### src/rtl/pc_sequencer_if.sv
// ============================================================================
// Module   : pc_sequencer_if
// Brief    : Fetch-side bus bundling the instruction-memory and decode handshakes.
// Revision : 1.0
// ============================================================================
`default_nettype none

interface pc_sequencer_if;
    logic        imem_req;
    logic [31:0] imem_addr;
    logic        imem_ack;
    logic [31:0] imem_rdata;
    logic        instr_valid;
    logic        instr_ready;
    logic [31:0] instr;
    logic [31:0] instr_pc;

    modport master (
        output imem_req,
        output imem_addr,
        input  imem_ack,
        input  imem_rdata,
        output instr_valid,
        input  instr_ready,
        output instr,
        output instr_pc
    );

    modport slave (
        input  imem_req,
        input  imem_addr,
        output imem_ack,
        output imem_rdata,
        input  instr_valid,
        output instr_ready,
        input  instr,
        input  instr_pc
    );
endinterface

`default_nettype wire

### src/rtl/pc_sequencer.sv
// ============================================================================
// Module   : pc_sequencer
// Brief    : Owns the PC, picks the next fetch address by priority and runs the
//            memory request/ack and decode valid/ready handshakes.
// Revision : 1.0
// ============================================================================
`default_nettype none

module pc_sequencer #(
    parameter logic [31:0] RESET_VECTOR = 32'h0000_0000,
    parameter logic [31:0] TRAP_VECTOR  = 32'h0000_0100
) (
    input  wire logic        clk,
    input  wire logic        rst_n,
    pc_sequencer_if.master   bus,
    input  wire logic        br_taken_i,
    input  wire logic [31:0] br_target_i,
    input  wire logic        jump_i,
    input  wire logic [31:0] jump_target_i,
    input  wire logic        trap_i,
    input  wire logic        mret_i,
    input  wire logic [31:0] epc_i,
    input  wire logic        halt_i,
    output logic [31:0]      pc_o,
    output logic             misalign_err_o,
    output logic [31:0]      bad_addr_o
);

    localparam logic [1:0] S_IDLE  = 2'd0;
    localparam logic [1:0] S_FETCH = 2'd1;
    localparam logic [1:0] S_HOLD  = 2'd2;
    localparam logic [1:0] S_HALT  = 2'd3;

    logic [1:0]  state_q, state_d;
    logic [31:0] pc_q, pc_d;
    logic [31:0] instr_q, instr_d;
    logic [31:0] instr_pc_q, instr_pc_d;
    logic        instr_valid_q, instr_valid_d;
    logic        misalign_q, misalign_d;
    logic [31:0] bad_addr_q, bad_addr_d;

    logic        redir_any;
    logic        redir_ctl;
    logic [31:0] redir_tgt;
    logic        redir_misaligned;
    logic        epc_unused;

    assign epc_unused = &{1'b0, epc_i[1:0]};

    // Only jump/branch targets are alignment-checked; mret target is forced aligned.
    always_comb begin
        redir_any = trap_i | mret_i | jump_i | br_taken_i;
        redir_ctl = 1'b0;
        redir_tgt = '0;
        if (trap_i) begin
            redir_tgt = TRAP_VECTOR;
        end else if (mret_i) begin
            redir_tgt = {epc_i[31:2], 2'b00};
        end else if (jump_i) begin
            redir_tgt = jump_target_i;
            redir_ctl = 1'b1;
        end else if (br_taken_i) begin
            redir_tgt = br_target_i;
            redir_ctl = 1'b1;
        end
        redir_misaligned = redir_ctl && (redir_tgt[1:0] != 2'b00);
    end

    always_comb begin
        state_d       = state_q;
        pc_d          = pc_q;
        instr_d       = instr_q;
        instr_pc_d    = instr_pc_q;
        instr_valid_d = instr_valid_q;
        misalign_d    = 1'b0;
        bad_addr_d    = bad_addr_q;

        if (state_q == S_HALT) begin
            if (trap_i) begin
                pc_d    = TRAP_VECTOR;
                state_d = S_FETCH;
            end
        end else if (redir_any) begin
            // A word acked in this same cycle belongs to the old stream and is dropped.
            state_d       = S_FETCH;
            instr_valid_d = 1'b0;
            if (redir_misaligned) begin
                pc_d       = TRAP_VECTOR;
                misalign_d = 1'b1;
                bad_addr_d = redir_tgt;
            end else begin
                pc_d = redir_tgt;
            end
        end else begin
            case (state_q)
                S_IDLE: begin
                    state_d = S_FETCH;
                end
                S_FETCH: begin
                    if (halt_i) begin
                        state_d = S_HALT;
                    end else if (bus.imem_ack) begin
                        instr_d       = bus.imem_rdata;
                        instr_pc_d    = pc_q;
                        pc_d          = pc_q + 32'd4;
                        instr_valid_d = 1'b1;
                        state_d       = S_HOLD;
                    end
                end
                S_HOLD: begin
                    if (halt_i) begin
                        instr_valid_d = 1'b0;
                        state_d       = S_HALT;
                    end else if (bus.instr_ready) begin
                        instr_valid_d = 1'b0;
                        state_d       = S_FETCH;
                    end
                end
                default: begin
                    state_d = S_IDLE;
                end
            endcase
        end
    end

    always_ff @(posedge clk or negedge rst_n) begin
        if (!rst_n) begin
            state_q       <= S_IDLE;
            pc_q          <= RESET_VECTOR;
            instr_q       <= '0;
            instr_pc_q    <= '0;
            instr_valid_q <= 1'b0;
            misalign_q    <= 1'b0;
            bad_addr_q    <= '0;
        end else begin
            state_q       <= state_d;
            pc_q          <= pc_d;
            instr_q       <= instr_d;
            instr_pc_q    <= instr_pc_d;
            instr_valid_q <= instr_valid_d;
            misalign_q    <= misalign_d;
            bad_addr_q    <= bad_addr_d;
        end
    end

    assign bus.imem_req    = (state_q == S_FETCH);
    assign bus.imem_addr   = pc_q;
    assign bus.instr_valid = instr_valid_q;
    assign bus.instr       = instr_q;
    assign bus.instr_pc    = instr_pc_q;
    assign pc_o            = pc_q;
    assign misalign_err_o  = misalign_q;
    assign bad_addr_o      = bad_addr_q;

endmodule

`default_nettype wire

### src/flat_wrapper.sv
// flat-port wrapper written by rule: the top's interface ports become plain ports
module pc_sequencer_flat 
#(
    parameter logic [31:0] RESET_VECTOR = 32'h0000_0000,
    parameter logic [31:0] TRAP_VECTOR  = 32'h0000_0100
)
  (clk, rst_n, br_taken_i, br_target_i, jump_i, jump_target_i, trap_i, mret_i, epc_i, halt_i, pc_o, misalign_err_o, bad_addr_o, bus_imem_req, bus_imem_addr, bus_imem_ack, bus_imem_rdata, bus_instr_valid, bus_instr_ready, bus_instr, bus_instr_pc);
  pc_sequencer_if bus_i ();
  input  wire logic clk;
  input  wire logic rst_n;
  input  wire logic br_taken_i;
  input  wire logic [31:0] br_target_i;
  input  wire logic jump_i;
  input  wire logic [31:0] jump_target_i;
  input  wire logic trap_i;
  input  wire logic mret_i;
  input  wire logic [31:0] epc_i;
  input  wire logic halt_i;
  output logic [31:0] pc_o;
  output logic misalign_err_o;
  output logic [31:0] bad_addr_o;
  output wire logic [$bits(bus_i.imem_req)-1:0] bus_imem_req;
  output wire logic [$bits(bus_i.imem_addr)-1:0] bus_imem_addr;
  input wire logic [$bits(bus_i.imem_ack)-1:0] bus_imem_ack;
  input wire logic [$bits(bus_i.imem_rdata)-1:0] bus_imem_rdata;
  output wire logic [$bits(bus_i.instr_valid)-1:0] bus_instr_valid;
  input wire logic [$bits(bus_i.instr_ready)-1:0] bus_instr_ready;
  output wire logic [$bits(bus_i.instr)-1:0] bus_instr;
  output wire logic [$bits(bus_i.instr_pc)-1:0] bus_instr_pc;
  assign bus_imem_req = bus_i.imem_req;
  assign bus_imem_addr = bus_i.imem_addr;
  assign bus_i.imem_ack = bus_imem_ack;
  assign bus_i.imem_rdata = bus_imem_rdata;
  assign bus_instr_valid = bus_i.instr_valid;
  assign bus_i.instr_ready = bus_instr_ready;
  assign bus_instr = bus_i.instr;
  assign bus_instr_pc = bus_i.instr_pc;
  pc_sequencer #(.RESET_VECTOR(RESET_VECTOR), .TRAP_VECTOR(TRAP_VECTOR)) u_core (.clk(clk), .rst_n(rst_n), .bus(bus_i), .br_taken_i(br_taken_i), .br_target_i(br_target_i), .jump_i(jump_i), .jump_target_i(jump_target_i), .trap_i(trap_i), .mret_i(mret_i), .epc_i(epc_i), .halt_i(halt_i), .pc_o(pc_o), .misalign_err_o(misalign_err_o), .bad_addr_o(bad_addr_o));
endmodule
### config.mk
export PLATFORM = sky130hd
export DESIGN_NAME = pc_sequencer_flat
export DESIGN_NICKNAME = d
export VERILOG_FILES = /design/src/rtl/pc_sequencer_if.sv /design/src/rtl/pc_sequencer.sv /design/src/flat_wrapper.sv
export SDC_FILE = /design/constraint.sdc
export NUM_CORES = 1
export LEC_CHECK = 0
export BUFFER_PORTS_ARGS = -buffer_cell sky130_fd_sc_hd__buf_2
export CAP_MARGIN = 10
export CORE_MARGIN = 2
export CORE_UTILIZATION = 45
export CTS_BUF_LIST = sky130_fd_sc_hd__clkbuf_2 sky130_fd_sc_hd__clkbuf_4 sky130_fd_sc_hd__clkbuf_8
export CTS_CLUSTER_DIAMETER = 50
export DETAILED_ROUTE_END_ITERATION = 7
export PLACE_DENSITY = 0.77
export SLEW_MARGIN = 40
export SYNTH_ARGS = -nofsm -noshare
export SYNTH_HDL_FRONTEND = slang
export SYNTH_SLANG_ARGS = --single-unit
### constraint.sdc
create_clock -name clk -period 4.7 [get_ports clk]
set_input_delay 0.94 -clock clk [delete_from_list [all_inputs] [get_ports clk]]
set_output_delay 0.94 -clock clk [all_outputs]
set_load 0.01 [all_outputs]
# --- Word level (Yosys, flattened, before mapping) ---
# Cells that the tools add are included.
classes:
  addsub: 1
  eq_ne: 10
  n_mux: 32
  n_bitwise: 6
  reduce_logical: 11
ops:
  columns: ["op", "count"]
  rows:
  - ["32-bit 2-to-1 mux", 11]
  - ["32-bit by 3-bit adder with 32-bit output, second input constant", 1]
  - ["2-bit 2-to-1 mux", 7]
  - ["1-bit 2-to-1 mux", 12]
  - ["5-bit AND reduction", 2]
  - ["3-bit nonzero test", 3]
  - ["3-bit by 1-bit != test with 1-bit output, second input constant", 2]
  - ["2-bit case mux with 3 select lines", 1]
  - ["3-bit AND reduction", 2]
  - ["5-bit by 2-bit != test with 1-bit output, second input constant", 1]
  - ["5-bit by 3-bit != test with 1-bit output, second input constant", 1]
  - ["2-bit == test, second input constant", 2]
  - ["4-bit by 3-bit != test with 1-bit output, second input constant", 1]
  - ["4-bit AND reduction", 1]
  - ["3-bit by 2-bit != test with 1-bit output, second input constant", 1]
  - ["1-bit inverter", 3]
  - ["1-bit bitwise OR", 3]
  - ["2-bit by 1-bit == test with 1-bit output, second input constant", 1]
  - ["2-bit zero test", 1]
  - ["2-bit != test, second input constant", 1]
  - ["1-bit case mux with 2 select lines", 1]
  - ["2-bit nonzero test", 1]
  - ["1-bit logical AND", 1]
totals:
  ff_bits: 132
  inputBits: 137
  out_inout_bits: 163
  elab_cells: 67

# --- Logic depth before layout (Yosys ltp) ---
depth:
  depth_word: 9
  mapped_depth: 8
  ltp_nobuf: 6

# --- Least setup slack after synthesis ---
# No wires, ideal clock.
synth_path:
  kind: "input-to-reg"
  startpoint: "input mret_i"
  endpoint: "register u_core.pc_q[16] (netlist: u_core.bus.imem_addr[16])"
  arrival_ns: 2.284
  slack_ns: 2.290
  stages: 5
  cell_sequence: "buf_2 or4_1 and3_1 clkbuf_1 a221o_1"
synth_via:
  elab_chain_cells: 7
  word_cells_on_any_way: 16
synth_rtl:
  columns: ["element", "line_no", "source"]
  rows:
  - ["start, declared", "flat_wrapper.sv:16", "input wire logic mret_i;"]
  - ["32-bit 2-to-1 mux", "pc_sequencer.sv:57", "end else if (mret_i) begin"]
  - ["32-bit 2-to-1 mux", "pc_sequencer.sv:55", "if (trap_i) begin"]
  - ["2-bit nonzero test", "pc_sequencer.sv:66", "redir_misaligned = redir_ctl && (redir_tgt[1:0] != 2'b00);"]
  - ["1-bit logical AND", "pc_sequencer.sv:66", null]
  - ["32-bit 2-to-1 mux", "pc_sequencer.sv:87", "if (redir_misaligned) begin"]
  - ["32-bit 2-to-1 mux", "pc_sequencer.sv:83", "end else if (redir_any) begin"]
  - ["32-bit 2-to-1 mux", "pc_sequencer.sv:78", "if (state_q == S_HALT) begin"]
  - ["end signal, assigned", "pc_sequencer.sv:137", "pc_q <= pc_d;"]
  - ["end, declared", "pc_sequencer.sv:35", "logic [31:0] pc_q, pc_d;"]
# Parallel ways exist; a longest one is shown, timed or not.
# A chain may end at the register's enable or synchronous reset.

# --- Worst setup path after layout ---
layout_path:
  startpoint: "input mret_i"
  endpoint: "register u_core.pc_q[4] (netlist: u_core.bus.imem_addr[4])"
# The elaborated chain is that of the path after synthesis.

==> results.toml <==
[status]
outcome = "finished, final reports clean"

[yosys]
ys.flop_type = "dfrtp_1"
synth.area.mux_share = 0.0360
synth_xor_xnor_area_share = 0.00260
synth_top_area_cell = "dfrtp_1"
synth_edf_count = 0
async_flop_share = 1.00
synthCells = 751
yosys_warnings = 0
seq_area_frac_synth = 0.490
syn_avg_cell_area_sq_um = 8.98
synth_compound_area_frac = 0.167
synth_most_common_cell = "nand2_1"
synth_top_family_by_area = "simple AND/OR/NAND/NOR gates"
synth_area_sq_um = 6750
ys_ff_latch = 132
yosys-top-cells-area = "dfrtp_1 49%, nand2_1 13%, buf_4 3.7%"
yosys.area_share.simple = 0.226
yosys.area_share.adder = 0.00185
synth_cell_types = 62
yosysTopAreaCellShare = 0.490
synthTopCellsByCount = "226 x nand2_1, 132 x dfrtp_1, 39 x nor2_1, 33 x buf_4, 27 x buf_2"
syn-num-nets = 889

[worst_setup_path]
arrival_ns = 3.48
cp_slowest_cell = "nor4_2"
critPathCaptureType = "flip-flop"
criticalPathCategory = "input port to flip-flop"
worstPathRequired_ns = 5.07
critPathLaunchType = "input port"
r2r-start = "u_core.state_q[0]"
worstPathCellList = "buf_2, nor4_2, and3_2, buf_4, nand2_1, o211ai_1"
worstPathMaxFanout = 46
critPathMaxStageDelay_ns = 0.70
critPathLaunch = "mret_i"

[sta]
period_share = 0.663
slew_headroom = 0.480
layout_min_cycle_time_ns = 3.12
tns_ns = 0
finalHoldViolCount = 0
setup_viol = 0
layout_setup_ws_ns = 1.58
skew_ns = 0.0151
slew_violations = 0
rsz0062_at_grt = "no"
worst_slew_pin_slew_ns = 0.780
fmax_mhz = 321

[min_path]
holdCritPathClass = "input port to async pin"

[floorplanning]
start_util = 0.462
die_w_um = 126
fp.dieH_um = 126
ios = 300
num_rows = 44
core_sq_um = 14600
dieArea_sq_um = 16000

[grt]
grt_pass1_vias = 6314
grt.total_usage = 0.279
grt_max_degree = 108
overflow = 0
antenna_found_initial = 2
grt_pass1_wl_um = 34600

[pwr]
swShare = 0.320
clockPowerShare = 0.306
power_frac_seq = 0.478
power.switching_mw = 0.949
p_leak_nw = 4.59
p_int_mw = 2.02
p_total_mw = 2.97
powerDensity_nw_per_um2 = 350
irDropWorstVdd_mv = 0.160
p_comb_frac = 0.217

[clock_tree]
tritoncts = "built"
cts_hold_buffers = 0
clock_latency_ns = 0.46
path_clk_slew_ns = 0.07
numCtsBuffers = 17
post-cts-setup-buffers = 0
cts-root-buf = "clkbuf_8"
cts_sinks = 132
cts_max_level = 4
cts-resized-gates = 0
ctsLongestPathBuffers = 2

[placed_design]
port_buffers = 297
preCtsSetupSlack_ns = 1.12
hpwlAfterDp_um = 16100
gp_congestion = 0.879

[finish]
multi_input_area_sq_um = 2950
area_growth_pct = 25.4
nNetsFinal = 1129
fillers = 1341
drive_gt1_frac = 0.352
register_area_sq_um = 3300

[route]
vias = 6747
drt_iter0_drc = 607
via_per_inst = 5.67
antenna_left = 0
wirelength_um = 22300
dr.pass1.iters = 6
drcViolationCount = 0
wl_per_cell_um = 18.8

[flow_run]
cap_viol_max_count = 0
==> sequential cells by signal, indices dropped and copies added (netlist names) <==
register and cells:
u_core.misalign_err_o 1, u_core.state_q 2, u_core.bus.imem_addr 32, u_core.bad_addr_o 32, u_core.bus.instr_pc 32, u_core.bus.instr_valid 1, u_core.bus.instr 32
==> logic make-up (layout without fill, tap and decap cells) <==
| family | count (synthesis) | after routing |
|---|---|---|
| mux | 22 | 22 |
| buf+inv | 93 | 345 |
| other cells | 0 | 2 |
| fa+ha+maj | 1 | 1 |
| flops | 132 | 132 |
| xor+xnor | 2 | 2 |
| compound gates | 151 | 151 |
| simple gates | 350 | 350 |
==> metal layers <==
layer,routed length (um),vias to the layer above,global-route usage
li1,-,3099,-
met1,9000,3166,0.362
met2,10500,426,0.447
met3,2180,56,0.0793
met4,587,0,0.100
met5,0,-,0
==> power by group through the flow <==
| stage | Clock (mW) | Sequential [mW] | Combinational [mW] |
|---|---|---|---|
| final | 0.908 | 1.42 | 0.642 |
| after global routing | 0.978 | 1.44 | 0.709 |
| after CTS | 0.925 | 1.41 | 0.644 |
| after detailed placement | 0 | 1.44 | 0.642 |
| after global placement | 0 | 1.43 | 0.631 |
| after floorplan | 0 | 1.49 | 0.272 |
==> area by class of cell <==
cell class / instances / share of cell area
Antenna cell: 2 / 0.000591
Timing Repair Buffer: 305 / 0.186
Clock buffer: 21 / 0.0334
Inverter: 9 / 0.00399
Tap cell: 184 / 0.0272
Sequential cell: 132 / 0.390
Clock inverter: 10 / 0.00976
Multi-Input combinational cell: 526 / 0.348
==> metrics by stage <==
stage / instances / area, sq um / utilization / hold WS (ns)
detailed placement: 1155 / 8060 / 0.553 / 0.456
CTS: 1186 / 8430 / 0.578 / 0.475
global route: 1189 / 8460 / 0.580 / 0.343
global placement: 1155 / 8060 / 0.552 / 0.452
finish: 1189 / 8460 / 0.580 / 0.362
floorplan: 751 / 6750 / - / 0.511
==> worst paths after layout <==
| kind | end | slack, ns | depth (start not counted) |
|---|---|---|---|
| min in group clk | u_core.bus.instr[9] | 0.47 | 2 |
| max in group asynchronous | u_core.bus.instr_pc[8] | 3.28 | 3 |
| setup / recovery | u_core.bus.imem_addr[4] | 1.58 | 6 |
| setup reg to reg | u_core.bus.imem_addr[4] | 2.26 | 5 |
| hold / removal | u_core.bus.instr[4] | 0.36 | 1 |
| hold reg to reg | u_core.bus.instr[9] | 0.47 | 2 |
==> worst max-delay path: cells and delay by family <==
kind                   cells  cell delay (ns)
buffers and inverters      2             0.87
and+or+nand+nor            3             1.48
AOI/OAI and AO/OA          1             0.16
==> placed cells by master (no fill, tap or decap), types with 3 or more instances in the layout <==
cell,count
buf_2,296
nand2_1,225
dfrtp_1,132
nor2_1,39
o21ai_0,23
nor3_1,22
clkbuf_8,20
a221oi_1,19
mux2_1,18
o21ai_1,17
a21oi_1,14
a221o_1,13
o211ai_1,13
nand3_1,13
nand4_1,11
a31oi_1,8
inv_1,7
buf_4,7
a22oi_1,6
and2_1,6
clkinv_2,6
and4_1,5
o311ai_0,5
o41ai_2,4
nor4_1,4
mux2i_1,4
o311ai_1,4
o22ai_1,4
nand2b_1,3
and3_1,3
a41oi_1,3
o221ai_1,3
clkinvlp_4,3
Power figures use the tool's default switching activity.
